$ cat src/rtl/adder_ctrl_pkg.sv
// Shared types and constants for the packet arbiter in front of the shared adder.
// Holds the arbiter state encoding and the requester-id width helper.
package adder_ctrl_pkg;

   typedef enum logic [1:0] {
      ST_IDLE = 2'd0,
      ST_XFER = 2'd1,
      ST_GAP  = 2'd2
   } state_t;

   localparam int DEFAULT_N = 12;

   function automatic int id_width(input int r);
      return (r > 1) ? $clog2(r) : 1;
   endfunction

endpackage

$ cat src/rtl/adder.sv
// Plain combinational adder shared by all requesters; carry-out is dropped.
module adder #(
   parameter int N = 12
) (
   input  logic [N-1:0] input1,
   input  logic [N-1:0] input2,
   output logic [N-1:0] sum
);

   assign sum = input1 + input2;

endmodule

$ cat src/rtl/rr_pick.sv
// Combinational round-robin selector: first asserted request at or after i_ptr,
// wrapping around the requester range.
module rr_pick #(
   parameter int R   = 4,
   parameter int IDW = 2
) (
   input  logic [R-1:0]   i_req,
   input  logic [IDW-1:0] i_ptr,
   output logic [IDW-1:0] o_grant,
   output logic           o_any
);

   logic [IDW:0] w_cand;

   // scan forward from the pointer; the first hit wins and later hits are ignored
   always_comb begin
      o_any   = 1'b0;
      o_grant = '0;
      w_cand  = '0;
      for (int k = 0; k < R; k++) begin
         w_cand  = {1'b0, i_ptr} + (IDW + 1)'(k);
         w_cand  = (w_cand >= (IDW + 1)'(R)) ? (w_cand - (IDW + 1)'(R)) : w_cand;
         o_grant = (!o_any && i_req[w_cand[IDW-1:0]]) ? w_cand[IDW-1:0] : o_grant;
         o_any   = o_any | i_req[w_cand[IDW-1:0]];
      end
   end

endmodule

$ cat src/rtl/adder_packet_arbiter.sv
// Packet-granular round-robin arbiter sharing one adder between R requesters,
// with a programmable idle gap after each packet and flit/packet statistics.
module adder_packet_arbiter
   import adder_ctrl_pkg::*;
#(
   parameter int N     = DEFAULT_N,
   parameter int R     = 4,
   parameter int GAP_W = 8,
   parameter int CNT_W = 32,
   localparam int IDW  = id_width(R)
) (
   input  logic             clk,
   input  logic             rst,
   input  logic [R-1:0]     req_valid,
   input  logic [R-1:0]     req_last,
   input  logic [R*N-1:0]   req_op1,
   input  logic [R*N-1:0]   req_op2,
   output logic [R-1:0]     req_ready,
   input  logic [GAP_W-1:0] gap_cycles,
   output logic             res_valid,
   input  logic             res_ready,
   output logic [N-1:0]     res_sum,
   output logic [IDW-1:0]   res_id,
   output logic             res_last,
   output logic             busy,
   output logic [CNT_W-1:0] flit_count,
   output logic [CNT_W-1:0] pkt_count
);

   state_t           r_state;
   state_t           w_next_state;
   logic [IDW-1:0]   r_rr_ptr;
   logic [IDW-1:0]   r_grant;
   logic [IDW-1:0]   w_pick;
   logic             w_any;
   logic             w_slot_free;
   logic             w_accept;
   logic             w_last_beat;
   logic [N-1:0]     r_op1;
   logic [N-1:0]     r_op2;
   logic [N-1:0]     w_sel_op1;
   logic [N-1:0]     w_sel_op2;
   logic [N-1:0]     w_sum;
   logic             r_res_valid;
   logic             r_res_last;
   logic [IDW-1:0]   r_res_id;
   logic [GAP_W-1:0] r_gap_cnt;
   logic [CNT_W-1:0] r_flit_count;
   logic [CNT_W-1:0] r_pkt_count;

   rr_pick #(.R(R), .IDW(IDW)) u_rr_pick (
      .i_req   (req_valid),
      .i_ptr   (r_rr_ptr),
      .o_grant (w_pick),
      .o_any   (w_any)
   );

   // operands stay in registers between beats so idle cycles cause no adder toggling
   adder #(.N(N)) u_adder (
      .input1 (r_op1),
      .input2 (r_op2),
      .sum    (w_sum)
   );

   assign w_slot_free = !r_res_valid || res_ready;
   assign w_accept    = (r_state == ST_XFER) && w_slot_free && req_valid[r_grant];
   assign w_last_beat = w_accept && req_last[r_grant];

   // operand mux for the granted requester
   always_comb begin
      w_sel_op1 = '0;
      w_sel_op2 = '0;
      for (int i = 0; i < R; i++) begin
         w_sel_op1 = (r_grant == IDW'(i)) ? req_op1[i*N +: N] : w_sel_op1;
         w_sel_op2 = (r_grant == IDW'(i)) ? req_op2[i*N +: N] : w_sel_op2;
      end
   end

   // only the granted requester may see ready, and only while the result slot can take a beat
   always_comb begin
      req_ready          = '0;
      req_ready[r_grant] = (r_state == ST_XFER) && w_slot_free;
   end

   // next-state logic
   always_comb begin
      w_next_state = r_state;
      case (r_state)
         ST_IDLE: w_next_state = w_any ? ST_XFER : ST_IDLE;
         ST_XFER: begin
            if (w_last_beat) begin
               w_next_state = (gap_cycles != '0) ? ST_GAP : ST_IDLE;
            end else begin
               w_next_state = ST_XFER;
            end
         end
         ST_GAP:  w_next_state = (r_gap_cnt == GAP_W'(1)) ? ST_IDLE : ST_GAP;
         default: w_next_state = ST_IDLE;
      endcase
   end

   // state, grant, operand, result and statistics registers
   always_ff @(posedge clk) begin
      if (rst) begin
         r_state      <= ST_IDLE;
         r_rr_ptr     <= '0;
         r_grant      <= '0;
         r_op1        <= '0;
         r_op2        <= '0;
         r_res_valid  <= 1'b0;
         r_res_last   <= 1'b0;
         r_res_id     <= '0;
         r_gap_cnt    <= '0;
         r_flit_count <= '0;
         r_pkt_count  <= '0;
      end else begin
         r_state <= w_next_state;
         if ((r_state == ST_IDLE) && w_any) begin
            r_grant <= w_pick;
         end
         if (w_accept) begin
            r_op1        <= w_sel_op1;
            r_op2        <= w_sel_op2;
            r_res_valid  <= 1'b1;
            r_res_id     <= r_grant;
            r_res_last   <= req_last[r_grant];
            r_flit_count <= r_flit_count + CNT_W'(1);
         end else if (res_ready) begin
            r_res_valid <= 1'b0;
         end
         // gap_cycles is captured only here, so later edits cannot stretch a running gap
         if (w_last_beat) begin
            r_pkt_count <= r_pkt_count + CNT_W'(1);
            r_rr_ptr    <= (r_grant == IDW'(R - 1)) ? '0 : (r_grant + IDW'(1));
            r_gap_cnt   <= gap_cycles;
         end else if (r_state == ST_GAP) begin
            r_gap_cnt <= r_gap_cnt - GAP_W'(1);
         end
      end
   end

   assign res_valid  = r_res_valid;
   assign res_sum    = w_sum;
   assign res_id     = r_res_id;
   assign res_last   = r_res_last;
   assign busy       = (r_state != ST_IDLE);
   assign flit_count = r_flit_count;
   assign pkt_count  = r_pkt_count;

endmodule

$ cat config.mk
export PLATFORM = sky130hd
export DESIGN_NAME = adder_packet_arbiter
export DESIGN_NICKNAME = d
export VERILOG_FILES = /design/src/rtl/adder_ctrl_pkg.sv /design/src/rtl/adder.sv /design/src/rtl/rr_pick.sv /design/src/rtl/adder_packet_arbiter.sv
export SDC_FILE = /design/constraint.sdc
export NUM_CORES = 1
export LEC_CHECK = 0
export ABC_CLOCK_PERIOD_IN_PS = 3000
export BUFFER_PORTS_ARGS = -buffer_cell sky130_fd_sc_hd__buf_2
export CAP_MARGIN = 25
export CORE_MARGIN = 1.5
export CORE_UTILIZATION = 51
export DETAILED_ROUTE_END_ITERATION = 6
export PLACE_DENSITY_LB_ADDON = 0.3
export SYNTH_ARGS = -nofsm -noshare
export SYNTH_HDL_FRONTEND = slang
export SYNTH_HIERARCHICAL = 1
export SYNTH_SLANG_ARGS = --single-unit
$ cat constraint.sdc
create_clock -name clk -period 3 [get_ports clk]
set_input_delay 0.3 -clock clk [delete_from_list [all_inputs] [get_ports clk]]
set_output_delay 0.3 -clock clk [all_outputs]
set_load 0.02 [all_outputs]
==> results_dict.tcl, run 1 <==
set metrics [dict create \
    r2r-end "flit_count[26]$_SDFFE_PP0P_" \
    p_clk_share_pct 34.9 \
    switching_power_w 0.000973 \
    ys_ff_latch 106 \
    path_clk_slew_ps 70 \
    crit_cells 8 \
    ys_top_cells_by_count "dfxtp_1, nor2_1, nand2_1, a21oi_1, o21ai_0" \
    clock_path_buffers 2 \
    synth_top_area_cell "dfxtp_1" \
    drt_iter0_drc 350 \
    path_cells "ha_1 > fa_1 > a211oi_2 > nor2_1 > o21a_1 > o41a_1 > xor2_1 > buf_2" \
    synth_cell_types 56 \
    slew_viol_final 0 \
    tns_ps 0 \
    fmax_ghz 0.356 \
    drv_cap 0 \
    clk_latency_ps 340 \
    startpoint "r_op1[0]$_SDFFE_PP0P_" \
    cp-end-kind "output port" \
    routed_wl_um 16200 \
    dr_total_vias 6157 \
    violations "DRC" \
    min_from "gap_cycles[1]" \
    hold_depth 3 \
    tritoncts "done" \
    antennaDiodeCount 0 \
    syn-num-nets 897 \
    synth_area_leaders "dfxtp_1, xnor2_1, nor2_1, nand2_1, a21oi_1" \
    hold_viol_final 0 \
    r2r_slack_ps 410 \
    cp_top_family "compound AO/OA/AOI/OAI gates" \
    yosysMostFrequentCell "dfxtp_1" \
    cpMaxStageDelayCell "fa_1" \
    io_pins 200 \
    finClkSkew_ps 7.07 \
    wl_met2_um 7570 \
    antenna_found_initial 0 \
    die_w_um 112 \
    grt_overflow 0 \
    reg2reg_from "r_grant[0]$_SDFFE_PP0P_" \
    fp.dieH_um 112 \
    worst_pin_slew_ps 668 \
    row_count 39 \
    m1WireLength_um 7480 \
    ys_seq_area_share_pct 34.9 \
    start_util_pct 52.8 \
    period_needed_ps 2810 \
    gp_congestion 0.838 \
    dr.pass1.iters 7 \
    grt.total_usage_pct 25.4 \
    comb_power_share_pct 20.4 \
    highest_layer "met4" \
    ys.warnings.count 6 \
    nFillCells 1045 \
    critPathMaxStageDelay_ps 440 \
    synth-main-ff-cell "dfxtp_1" \
    grt_pass1_vias 5542 \
    drt-wirelength-per-cell_um 15.1 \
    clkSinkCount 106 \
    portBuffers 199 \
    cts_buffers 9 \
    p_leak_nw 2.97 \
    crit_buf_inv 1 \
    area_growth_pct 22.4 \
    htree_levels 3 \
    status "finished, violations left" \
    required_ps 2700 \
    async_reset_ff_share_pct 0 \
    critPathKind "reg -> out" \
    p_seq_share_pct 44.7 \
    route.met3.wl_um 957 \
    syn-instance-count 762 \
    p_int_w 0.00241 \
    grt_max_degree 59 \
    netlist_area_um2 6080 \
    synth-edff-count 0 \
    peakVddDrop_mv 0.292 \
    finalSetupViolCount 0 \
    swShare_pct 28.7 \
    rr_worst_depth 5 \
    relSlewSlack_pct 55.1 \
    dpl.hpwl_um 11900 \
    whs_ps 212 \
    crit_fanout 3 \
    worstPathArrival_ps 2510 \
    rsz0062_at_grt "false" \
    syn_area_per_cell_um2 7.99 \
    p_per_area_nw_per_um2 455 \
    drc 19 \
    holdPathEnd "r_gap_cnt[1]$_SDFFE_PP0P_" \
    viasPerCell 5.71 \
    pre_cts_ws_ps 428 \
    finalCritPeriodShare_pct 93.6 \
    worstHoldPathType "in -> reg" \
    ctsHoldBuffers 0 \
    dieArea_um2 12600 \
    synth_top_area_share_pct 34.9 \
    setup_slack_ps 191 \
    startpoint_type "flip-flop" \
    ant_nets 0 \
    grt_pass1_wl_um 26600 \
    core_um2 11500 \
    cts_root_buffer "clkbuf_16" \
    utilization_pct 64.7 \
    fin_nets 1067 \
    multiInputGateArea_um2 3680 \
    drive_above_1_share_pct 25.9 \
    regArea_um2 2120 \
]
[registers in the layout, summed over array words and instances, names as in the netlist]
name        count
r_gap_cnt       8
pkt_count      32
flit_count     32
r_op1          12
r_state         2
r_op2          12
r_grant         2
res_last        1
res_id          2
res_valid       1
r_rr_ptr        2
[what timing repair did]
action                     CTS  global route
hold endpoints to repair     0             0
resized for setup            0             1
buffers inserted             0             0
setup endpoints to repair    0             1
[worst reg2reg max path: cells and delay by family (launching register included)]
family | cells | cell delay (ps)
simple gates | 2 | 1360
flops | 1 | 580
mux | 2 | 450
compound gates | 1 | 140
[per-stage QoR]
stage | cell area, µm² | power, W | cells
6_report | 7450 | 0.00339 | 1079
5_1_grt | 7450 | 0.00354 | 1079
4_1_cts | 7440 | 0.00341 | 1079
3_5_place_dp | 7150 | 0.00223 | 1064
3_3_place_gp | 7150 | 0.00223 | 1064
2_1_floorplan | 6080 | 0.00200 | 762
[worst max-delay path by stage]
stage	to	slack, ps
after floorplan	res_sum[8]	560
after global placement	res_sum[8]	500
after detailed placement	flit_count[26]$_SDFFE_PP0P_	430
after CTS	res_sum[8]	100
after global routing	res_sum[8]	70
final	res_sum[8]	190
[cell families (layout without fill, tap and decap cells)]
family	Yosys count	in the layout	synth area share, %
buffers and inverters	69	243	4.69
XOR/XNOR	50	50	7.20
AO/OA/AOI/OAI	174	174	19.3
adder cells (fa/ha/maj)	20	20	4.24
multiplexers	7	7	1.62
flip-flops	106	106	34.9
AND/OR/NAND/NOR	336	336	28.1
[power groups by stage]
| stage | Combinational, W | Clock [W] | Sequential, W |
|---|---|---|---|
| after global placement | 0.000681 | 0 | 0.00154 |
| after floorplan | 0.000456 | 0 | 0.00154 |
| after global routing | 0.000766 | 0.00125 | 0.00152 |
| final | 0.000691 | 0.00118 | 0.00151 |
| after detailed placement | 0.000685 | 0 | 0.00155 |
| after CTS | 0.000691 | 0.00120 | 0.00151 |
[final cells by class]
| cell class | count | area share [%] |
|---|---|---|
| timing repair buffer | 211 | 14.8 |
| sequential | 106 | 28.5 |
| clock buffer | 11 | 3.26 |
| tap | 143 | 2.40 |
| multi-input combinational | 587 | 49.5 |
| inverter | 17 | 0.890 |
| clock inverter | 4 | 0.706 |
[cell usage in the layout, fill, tap and decap left out, drive strengths merged, types with 24 or more instances in the layout]
cell type / netlist / final
buf: 12 / 211
dfxtp: 106 / 106
nor2: 86 / 86
nand2: 71 / 71
a21oi: 49 / 49
o21ai: 46 / 46
xnor2: 39 / 39
nor2b: 29 / 29
o311ai: 25 / 25
nand3: 24 / 24
a221oi: 24 / 24
[routing by layer]
| layer | vias to the layer above | GRT usage [%] |
|---|---|---|
| met5 | - | 0 |
| met4 | 0 | 6.84 |
| li1 | 3111 | - |
| met1 | 2841 | 33.4 |
| met2 | 187 | 43.4 |
| met3 | 18 | 4.37 |
Power figures use the tool's default switching activity.
==> inputs of run 2 (changes only) <==
Settings changed: CORE_UTILIZATION 51 to 53, CTS_BUF_LIST set to sky130_fd_sc_hd__clkbuf_4 sky130_fd_sc_hd__clkbuf_8.
==> run 2 against run 1 <==
Compared with the run above:
- the run now ends clean
- setup slack worse by 63 ps
- design area is 1.4% lower
- power is 7.8% lower
- clock skew is 1.3 ps higher
- final cell count is 0.28% lower
- critical path type unchanged
==> results_dict.tcl, run 2 (same netlist as run 1, synthesis figures left out) <==
set metrics [dict create \
    total_power_w 0.00312 \
    peakVddDrop_mv 0.252 \
    grt_pass1_wl_um 25200 \
    hold_viol_final 0 \
    area_growth_pct 20.7 \
    grt_max_degree 63 \
    finalCritPeriodShare_pct 95.7 \
    fp.dieH_um 110 \
    slew_viol_final 0 \
    startpoint "r_op1[0]$_SDFFE_PP0P_" \
    cp-end-kind "output port" \
    routed_wl_um 16200 \
    r2r_slack_ps 440 \
    p_clk_share_pct 29.4 \
    relSlewSlack_pct 53.2 \
    antenna_found_initial 1 \
    top_usage_layer "met2" \
    crit_fanout 3 \
    worstHoldPathType "in -> reg" \
    core_um2 11000 \
    rsz0062_at_grt "false" \
    finalSetupViolCount 0 \
    p_leak_nw 2.93 \
    clock_path_buffers 2 \
    gp_congestion 0.843 \
    fin_nets 1066 \
    final_common_cell "buf_2" \
    startpoint_type "flip-flop" \
    p_per_area_nw_per_um2 425 \
    status "finished clean" \
    finClkSkew_ps 8.39 \
    p_int_w 0.00217 \
    portBuffers 199 \
    path_clk_slew_ps 100 \
    antennaDiodeCount 0 \
    post-cts-setup-buffer-count 0 \
    tns_ps 0 \
    reg2reg_from "r_grant[0]$_SDFFE_PP0P_" \
    grtUsageMet2_pct 44.1 \
    period_needed_ps 2870 \
    fmax_ghz 0.348 \
    tritoncts "done" \
    swShare_pct 30.3 \
    ctsHoldBuffers 0 \
    die_w_um 110 \
    grt.total_usage_pct 26.4 \
    min_from "gap_cycles[1]" \
    io_pins 200 \
    htree_levels 3 \
    drive_above_1_share_pct 26.0 \
    required_ps 2700 \
    ant_nets 0 \
    drv_cap 0 \
    dr_total_vias 6227 \
    dpl.hpwl_um 11700 \
    viasPerCell 5.79 \
    drt_iter0_drc 428 \
    row_count 38 \
    worstPathArrival_ps 2570 \
    gr-usage-met3_pct 4.17 \
    layout_common_cells "buf_2, dfxtp_1, nor2_1" \
    grt_pass1_vias 5315 \
    start_util_pct 55.2 \
    setup_slack_ps 128 \
    p_seq_share_pct 48.5 \
    grt_overflow 0 \
    clk_latency_ps 370 \
    drc 0 \
    comb_power_share_pct 22.1 \
    dr.pass1.iters 5 \
    finalNonFillerCells 1076 \
    critPathKind "reg -> out" \
    clkSinkCount 106 \
    place_inst 1060 \
    pre_cts_ws_ps 472 \
    drt-wirelength-per-cell_um 15.1 \
    met1_usage_pct 34.5 \
    cts_buffers 9 \
    worst_pin_slew_ps 695 \
    cts_root_buffer "clkbuf_8" \
    dieArea_um2 12100 \
    switching_power_w 0.000948 \
]
==> run 2: changes by cell type in the layout (fill, tap and decap cells not counted), sizes merged <==
cell and delta:
buf -1, clkbuf +1, clkinv +2, clkinvlp -2
==> run 2: layer usage <==
layer / share of wire, % / wire length [µm]
met4: 1.8 / 292
met3: 6.8 / 1100
met1: 45 / 7220
met5: 0 / 0
met2: 47 / 7600
==> run 2: final timing paths <==
path / to / depth (start not counted)
worst max-delay path: res_sum[8] / 8
worst min-delay path: r_gap_cnt[1]$_SDFFE_PP0P_ / 3
worst max register to register: flit_count[26]$_SDFFE_PP0P_ / 5
worst min register to register: res_id[1]$_SDFFE_PP0P_ / 2
==> run 2: power by group through the flow <==
stage	clock, W	combinational (W)	sequential [W]
after floorplan	0	0.000456	0.00154
after global placement	0	0.000685	0.00154
after detailed placement	0	0.000685	0.00155
after CTS	0.000939	0.000690	0.00151
after global routing	0.000996	0.000767	0.00152
final	0.000919	0.000690	0.00151
==> run 2: through the flow <==
step           hold slack (ps)  util, %  instance area, µm²
2_1_floorplan              436        -                6080
4_1_cts                    156     66.5                7340
5_1_grt                    180     66.6                7350
3_3_place_gp               459     64.7                7140
3_5_place_dp               459     64.7                7140
6_report                   169     66.6                7350
==> run 2: cell type report <==
class | count | area, µm²
fillers | 990 | 3680
multi-input cells | 587 | 3680
inverters | 17 | 66.3
repair buffers | 210 | 1090
clock buffers | 12 | 153
clock inverters | 4 | 51.3
well taps | 140 | 175
flip-flops and latches | 106 | 2120
==> run 2: worst max-delay path, cell delays in order, from the launching register on <==
cell      delay, ps
dfxtp_1         330
ha_1            220
fa_1            430
a211oi_2        280
nor2_1           90
o21a_1          190
o41a_1          320
xor2_1          150
buf_2           190
==> run 2: repair_timing <==
item	in CTS	in global routing
hold endpoints to repair	0	0
resized for setup	0	1
setup endpoints to repair	0	1
